===== src/rtl/lfsr_burst_ctrl.sv =====
// Burst sequencer for an 11-bit Fibonacci LFSR: loads seeds, streams one word per valid/ready handshake.
// First word the cycle after start; the state advances only on a handshake. Period meter under `LFSR_PERIOD_EN.
module lfsr_burst_ctrl #(
  parameter int               WIDTH    = 11,
  parameter logic [WIDTH-1:0] TAPS     = 11'h500,
  parameter logic [WIDTH-1:0] RST_SEED = 11'h001,
  parameter int               CNT_W    = 12
) (
  input  logic             clk,
  input  logic             reset,
  input  logic [WIDTH-1:0] seed,
  input  logic             seed_load,
  input  logic             start,
  input  logic [CNT_W-1:0] burst_len,
  input  logic             out_ready,
  output logic             out_valid,
  output logic [WIDTH-1:0] out_data,
  output logic             busy,
  output logic             done,
  output logic             lockup,
  output logic [CNT_W-1:0] period,
  output logic             period_valid
);

  typedef enum logic {IDLE, RUN} fsm_t;

  localparam logic [WIDTH-1:0] ONE_W = {{(WIDTH-1){1'b0}}, 1'b1};
  localparam logic [CNT_W-1:0] ONE_C = {{(CNT_W-1){1'b0}}, 1'b1};

  fsm_t             fsm, fsm_nxt;
  logic [WIDTH-1:0] lfsr, lfsr_step, load_val;
  logic [CNT_W-1:0] remaining;
  logic             hs, load_en, start_en, last;

  assign lfsr_step = {lfsr[WIDTH-2:0], ^(lfsr & TAPS)};
  // A zero seed would lock the register at zero, so it is replaced by 1.
  assign load_val  = (seed == '0) ? ONE_W : seed;
  assign out_data  = lfsr;

  always_comb begin
    fsm_nxt   = fsm;
    out_valid = 1'b0;
    busy      = 1'b0;
    hs        = 1'b0;
    load_en   = 1'b0;
    start_en  = 1'b0;
    last      = 1'b0;
    case (fsm)
      IDLE: begin
        load_en  = seed_load;
        start_en = start;
        if (start && burst_len != '0) fsm_nxt = RUN;
      end
      RUN: begin
        out_valid = 1'b1;
        busy      = 1'b1;
        hs        = out_ready;
        last      = out_ready && (remaining == ONE_C);
        if (last) fsm_nxt = IDLE;
      end
      default: fsm_nxt = IDLE;
    endcase
  end

  always_ff @(posedge clk) begin
    if (reset) fsm <= IDLE;
    else       fsm <= fsm_nxt;
  end

  always_ff @(posedge clk) begin
    if (reset) begin
      lfsr      <= RST_SEED;
      remaining <= '0;
      done      <= 1'b0;
      lockup    <= 1'b0;
    end else begin
      done <= last;
      if (load_en) begin
        lfsr   <= load_val;
        lockup <= (seed == '0);
      end else if (hs) begin
        lfsr <= lfsr_step;
      end
      if (start_en) begin
        if (burst_len != '0) remaining <= burst_len;
        else                 done      <= 1'b1;
      end else if (hs) begin
        remaining <= remaining - ONE_C;
      end
    end
  end

`ifdef LFSR_PERIOD_EN
  logic [CNT_W-1:0] steps, period_r;
  logic [WIDTH-1:0] seed_ref;
  logic             pv;

  // Only the first return to the seed is recorded; later wraps leave it alone.
  always_ff @(posedge clk) begin
    if (reset) begin
      steps    <= '0;
      period_r <= '0;
      pv       <= 1'b0;
      seed_ref <= RST_SEED;
    end else if (load_en) begin
      steps    <= '0;
      period_r <= '0;
      pv       <= 1'b0;
      seed_ref <= load_val;
    end else if (hs) begin
      if (steps != '1) steps <= steps + ONE_C;
      if (!pv && lfsr_step == seed_ref) begin
        period_r <= steps + ONE_C;
        pv       <= 1'b1;
      end
    end
  end

  assign period       = period_r;
  assign period_valid = pv;
`else
  assign period       = '0;
  assign period_valid = 1'b0;
`endif

endmodule


===== config.mk =====
export PLATFORM = sky130hd
export DESIGN_NAME = lfsr_burst_ctrl
export DESIGN_NICKNAME = d
export VERILOG_FILES = /design/src/rtl/lfsr_burst_ctrl.sv
export SDC_FILE = /design/constraint.sdc
export NUM_CORES = 1
export LEC_CHECK = 0
export CAP_MARGIN = 20
export CORE_ASPECT_RATIO = 2
export CORE_MARGIN = 2
export CORE_UTILIZATION = 41
export DETAILED_ROUTE_END_ITERATION = 16
export PLACE_DENSITY = 0.87
export REMOVE_ABC_BUFFERS = 1
export SLEW_MARGIN = 20
export SYNTH_ARGS = -nofsm -noshare
export SYNTH_HDL_FRONTEND = slang
export SYNTH_SLANG_ARGS = --single-unit

===== constraint.sdc =====
create_clock -name clk -period 1.8 [get_ports clk]
set_clock_uncertainty 0.1 [all_clocks]
set_input_delay 0.18 -clock clk [delete_from_list [all_inputs] [get_ports clk]]
set_output_delay 0.18 -clock clk [all_outputs]
set_load 0.01 [all_outputs]

==> results.yml, run 1 <==
power_and_ir_drop:
  p_leak_nw: 0.978
  intPower_mw: 1.21
  pwr-share-comb_pct: 40.8
  pwr-share-seq_pct: 37.6
  switching_power_mw: 0.626
  power_density_mw_per_mm2: 740
  clockPowerShare_pct: 21.6
  ir_drop_mv: 0.750
  total_power_mw: 1.83
  swShare_pct: 34.2
placement:
  place.gp.congestion: 0.945
  dp_cells: 317
  dpl_cell_area_mm2: 0.00226
  io_buffers: 42
  dpl.hpwl_mm: 3.94
worst_setup_path:
  critPathArrivalTime_ns: 1.88
  worstSetupPathType: "register to register"
  slowest_delay_ns: 0.48
  cp_max_fo: 3
  crit_slowest_cell: "or4b_4"
  cp-end-kind: "register"
  startpoint_type: "register"
  cp_data_required_time_ns: 1.87
  cp_cell_sequence: "inv_2 > ha_4 > or4b_4 > o31a_1 > o31ai_2 > a21oi_1"
yosys:
  synth_top_area_cell: "dfxtp_1"
  ys_seq_elements: 26
  synth_most_common_cell: "dfxtp_1"
  synth_commonest_cells: "dfxtp_1, nand2_1, nor2_1"
  synthTopCellsByArea: "dfxtp_1, buf_4, nand2_1"
  seq_area_frac_synth_pct: 31.9
  synth-edff-count: 0
  ys_types: 47
  yosys_warnings: 0
  synth_ff_type: "dfxtp_1"
  synth_cells: 208
  syn_area_mm2: 0.00163
  synthArstFlopShare_pct: 0
  syn_area_per_cell_um2: 7.86
  synth_top_area_share_pct: 31.9
clock_network:
  numClockSinks: 26
  cts_hold_buf: 0
  worstSkewPairLatency_ns: 0.28
  cts-htree-levels: 1
  cts_tree: "yes"
  clkTransAtPathRegs_ns: 0.09
  clk_path_buf_depth: 2
  cts-root-buf: "clkbuf_8"
  cts_buffers: 3
cells_and_area:
  final_area_mm2: 0.00248
  stdcell_count: 327
  fillers: 310
  fin_util_pct: 64.4
  drive_gt1_share_pct: 25.7
  area_growth_pct: 51.5
  final_nets: 307
  num_antenna_cells: 0
outcome:
  outcome: "finished, violations left"
  violations: "negative setup slack"
sta:
  min_period_over_period_pct: 101
  setup-violations-final: 1
  slew_viol_final: 0
  finalHoldViolCount: 0
  fmax_ghz: 0.552
  fin_ws_ns: -0.0102
  tns_ns: -0.0102
  rsz0062_at_grt: "true"
  min_period_ns: 1.81
min_path:
  hp-class: "primary input to register"
routing:
  antenna_left: 0
  vias: 1907
  dr.pass1.iters: 4
  drcViolationCount: 0
  drt-initial-drc-count: 76
  wire_per_inst_um: 16.9
  wl_mm: 5.51
  vias_per_cell: 5.83
die:
  core-area_mm2: 0.00384
  die_area_mm2: 0.00454
  ios: 56
  die_x_um: 48.6
  rows: 32
  start_util_pct: 42.5
  die_h_um: 93.3
global_routing:
  grt_overflow: 0
  grt_max_degree: 31
  grt_first_pass_wirelength_mm: 9.07
  grt_pass1_vias: 1966
  antenna_found_initial: 0
  track_usage_pct: 25.6
job:
  drv_cap: 0
cells by family (layout without fill, tap and decap cells):
kind of cell	count (synthesis)	after routing	synth area share, %
AOI/OAI and AO/OA	51	51	23.7
xor gates and xnor gates	1	1	0.536
adders and majority gates	2	2	1.53
buffers and inverters	31	87	10.5
DFF	26	26	31.9
muxes	1	1	0.689
other	1	13	0.229
and+or+nand+nor	95	95	30.9
state kept, by name, summed over array words and instances, names as in the netlist:
signal and count:
lockup 1, fsm 1, done 1, remaining 12, out_data 11
worst paths after layout:
check | startpoint | end | slack [ns] | depth (start not counted)
worst max register to register | remaining[1] | remaining[8] | -0.01 | 6
worst min-delay path | burst_len[5] | remaining[5] | 0.25 | 4
worst max-delay path | remaining[1] | remaining[8] | -0.01 | 6
worst min register to register | out_data[1] | out_data[2] | 0.40 | 2
timing repair:
| item | in CTS | in global routing |
|---|---|---|
| gates resized for setup | 23 | 14 |
| setup buffers | 4 | 2 |
| gates cloned | 0 | 0 |
| endpoints found under the hold margin | 0 | 0 |
| pin swaps | 7 | 7 |
| endpoints found under the setup margin | 12 | 10 |
cell type report:
type	count	area [um^2]	area share, %
Clock buffer	4	55.1	2.22
Inverter	2	7.51	0.303
Multi-Input combinational cell	163	1080	43.8
Sequential cell	26	523	21.1
Tap cell	51	63.8	2.58
Timing Repair Buffer	81	742	30.0
cells in the final DEF, fill, tap and decap left out, drive strengths merged, types with 9 or more instances in the layout:
| master | netlist | routed |
|---|---|---|
| buf | 17 | 39 |
| clkdlybuf4s50 | 0 | 30 |
| dfxtp | 26 | 26 |
| nand2 | 22 | 22 |
| nor2 | 20 | 20 |
| conb | 1 | 13 |
| nor3 | 12 | 12 |
| a21oi | 12 | 12 |
| a311oi | 9 | 9 |
| dlygate4sd2 | 0 | 9 |
power by group through the flow:
stage	sequential, mW	combinational [mW]	clock, mW
floorplan	0.708	0.308	0
global placement	0.694	0.630	0
detailed placement	0.695	0.645	0
CTS	0.685	0.685	0.391
global route	0.697	0.807	0.416
finish	0.690	0.747	0.396
metal layers:
metal	vias to the layer above	track usage [%]	share of wire, %
met4	0	18.8	6.3
met1	891	25.4	35
met2	96	46.8	54
li1	887	-	-
met5	-	0	0
met3	33	3.83	4.6
through the flow:
step	hold WS [ns]	setup WS [ns]
3_3_place_gp	0.384	-0.377
2_1_floorplan	0.149	-0.567
3_5_place_dp	0.385	-0.442
6_report	0.246	-0.0102
5_1_grt	0.243	-0.0639
4_1_cts	0.263	0.00476
worst max-delay path: cells and delay by family, from the launching register on:
| family | cells | cell delay [ns] |
|---|---|---|
| compound gates | 3 | 0.57 |
| fa+ha+maj | 1 | 0.13 |
| buf+inv | 1 | 0.08 |
| flops | 1 | 0.35 |
| simple gates | 1 | 0.48 |
(Power assumes the default switching activity.)
==> run 2, diff against run 1 <==
CAP_MARGIN = 30   (was 20)
==> results of run 2 <==
The final DEF is identical to that of run 1; final timing and power are the same.
==> run 3, diff against run 2 <==
CELL_PAD_IN_SITES_DETAIL_PLACEMENT = 0   (was default)
CELL_PAD_IN_SITES_GLOBAL_PLACEMENT = 1   (was default)
CORE_UTILIZATION = 29   (was 41)
CTS_CLUSTER_DIAMETER = 150   (was default)
SETUP_SLACK_MARGIN = 0.5   (was default)
==> run 3 against run 2 <==
  * The flow now finishes without violations
  * Clock power increased by 2%
  * Critical path type unchanged
  * Power grew 14%
  * Critical path depth unchanged
  * Sequential share of layout area decreased by 3.5 points
  * Fmax increased by 0.86%
  * First-iteration DRC count down 29%
  * Final cell count rose by 7.6%
==> results.yml, run 3 (synthesis results as in run 1) <==
worst_setup_path:
  crit_buf_inv: 1
  worstSetupPathType: "register to register"
  cp_max_fo: 3
  cp_data_required_time_ns: 1.87
  reg2reg_to: "remaining[8]"
  critPathArrivalTime_ns: 1.87
  crit_family: "compound AO/OA/AOI/OAI gates"
  path_depth: 6
  reg2reg_setup_slack_ns: 0.005
  r2r_cells: 6
  cp-startpoint: "remaining[1]"
  crit_path_end: "remaining[8]"
  slowest_delay_ns: 0.46
  startpoint_type: "register"
  cp-end-kind: "register"
  cp_cell_sequence: "inv_2 > ha_4 > or4b_4 > o31a_1 > o31ai_1 > a21oi_1"
  rr_startpoint: "remaining[1]"
  crit_slowest_cell: "or4b_4"
routing:
  wire_per_inst_um: 18.2
  wl_mm: 6.40
  vias: 1965
  drcViolationCount: 0
  vias_per_cell: 5.58
  antenna_left: 0
  dr.pass1.iters: 4
  drt-initial-drc-count: 54
power_and_ir_drop:
  power_density_mw_per_mm2: 687
  clockPowerShare_pct: 19.4
  swShare_pct: 35.8
  total_power_mw: 2.09
  pwr-share-comb_pct: 47.2
  p_leak_nw: 1.25
  pwr-share-seq_pct: 33.5
  ir_drop_mv: 0.510
  switching_power_mw: 0.750
  intPower_mw: 1.34
sta:
  rsz0062_at_grt: "true"
  min_period_ns: 1.79
  slew_viol_final: 0
  setup-violations-final: 0
  min_period_over_period_pct: 99.7
  fmax_ghz: 0.557
  fin_ws_ns: 0.00530
  finalHoldViolCount: 0
die:
  die_area_mm2: 0.00629
  ios: 56
  die_x_um: 57.1
  die_h_um: 110
  start_util_pct: 30.1
  rows: 38
  core-area_mm2: 0.00542
cells_and_area:
  num_antenna_cells: 0
  top_register: "remaining"
  drive_gt1_share_pct: 53.1
  area_growth_pct: 86.5
  final_nets: 323
  largest_reg_flops: 12
  layout_common_cells: "buf_4, nand2_1, buf_6"
  final_common_cell: "buf_4"
  fillers: 492
clock_network:
  worstSkewPairLatency_ns: 0.28
  cts-root-buf: "clkbuf_8"
  cts_hold_buf: 0
  numClockSinks: 26
  cts_buffers: 3
  cts_tree: "yes"
  cts-htree-levels: 1
  clk_path_buf_depth: 2
  clkTransAtPathRegs_ns: 0.10
global_routing:
  grt_overflow: 0
  antenna_found_initial: 0
  grt_first_pass_wirelength_mm: 9.28
  grt_max_degree: 31
  grt_pass1_vias: 1992
  track_usage_pct: 18.9
placement:
  place.gp.congestion: 0.902
  dpl.hpwl_mm: 4.13
  io_buffers: 42
  dp_slack_ns: -0.429
min_path:
  hp-class: "primary input to register"
outcome:
  outcome: "finished clean"
job:
  drv_cap: 0
-- run 3: worst reg2reg max path: cells and delay by family, from the launching register on --
kind | cells | cell delay [ns]
AO/OA/AOI/OAI | 3 | 0.58
flip-flops | 1 | 0.35
adder cells (fa/ha/maj) | 1 | 0.13
AND/OR/NAND/NOR | 1 | 0.46
buffers and inverters | 1 | 0.08
-- run 3: area by class of cell --
type / instances / area, um^2 / share of cell area (%)
flip-flops and latches: 26 / 538 / 17.7
clock buffers: 4 / 55.1 / 1.81
multi-input cells: 163 / 1440 / 47.4
repair buffers: 97 / 928 / 30.5
well taps: 60 / 75.1 / 2.46
inverters: 2 / 7.51 / 0.246
-- run 3: metal layers --
metal	wire length [um]	share of wire [%]	global-route usage, %	up-vias
met5	0	0	0	-
met4	425	6.6	12.6	0
met3	245	3.8	1.75	32
met2	3560	56	36.7	80
met1	2170	34	18.3	934
li1	-	-	-	919
-- run 3: power by group through the flow --
stage | logic [mW] | registers (mW) | clock network, mW
6_report | 0.987 | 0.700 | 0.405
5_1_grt | 1.05 | 0.708 | 0.426
4_1_cts | 0.826 | 0.691 | 0.395
3_5_place_dp | 0.687 | 0.693 | 0
3_3_place_gp | 0.685 | 0.692 | 0
2_1_floorplan | 0.308 | 0.708 | 0
-- run 3: timing repair --
action                                 4_1_cts  5_1_grt
endpoints found under the hold margin        0        0
buffers inserted                             8        5
pin swaps                                   26       30
gates cloned                                 0        2
setup endpoints to repair                   41       24
gates resized for setup                    120       73
-- run 3: worst min-delay path by stage --
stage                    end     startpoint  slack, ns  cells past startpoint
2_1_floorplan           done          reset       0.15                      1
3_3_place_gp   remaining[11]  remaining[11]       0.38                      2
3_5_place_dp          lockup         lockup       0.38                      2
4_1_cts         remaining[0]   burst_len[0]       0.19                      4
5_1_grt          out_data[8]        seed[8]       0.16                      3
6_report         out_data[8]        seed[8]       0.15                      3
-- run 3: through the flow --
step	cells	util (%)	hold slack, ns	setup TNS [ns]	instance area (um^2)
floorplan	191	-	0.149	-5.16	1520
global placement	333	43.3	0.379	-4.52	2350
detailed placement	333	43.3	0.384	-4.99	2350
CTS	345	48.5	0.186	0	2630
global route	352	56.2	0.159	-0.0754	3050
finish	352	56.2	0.149	0	3050
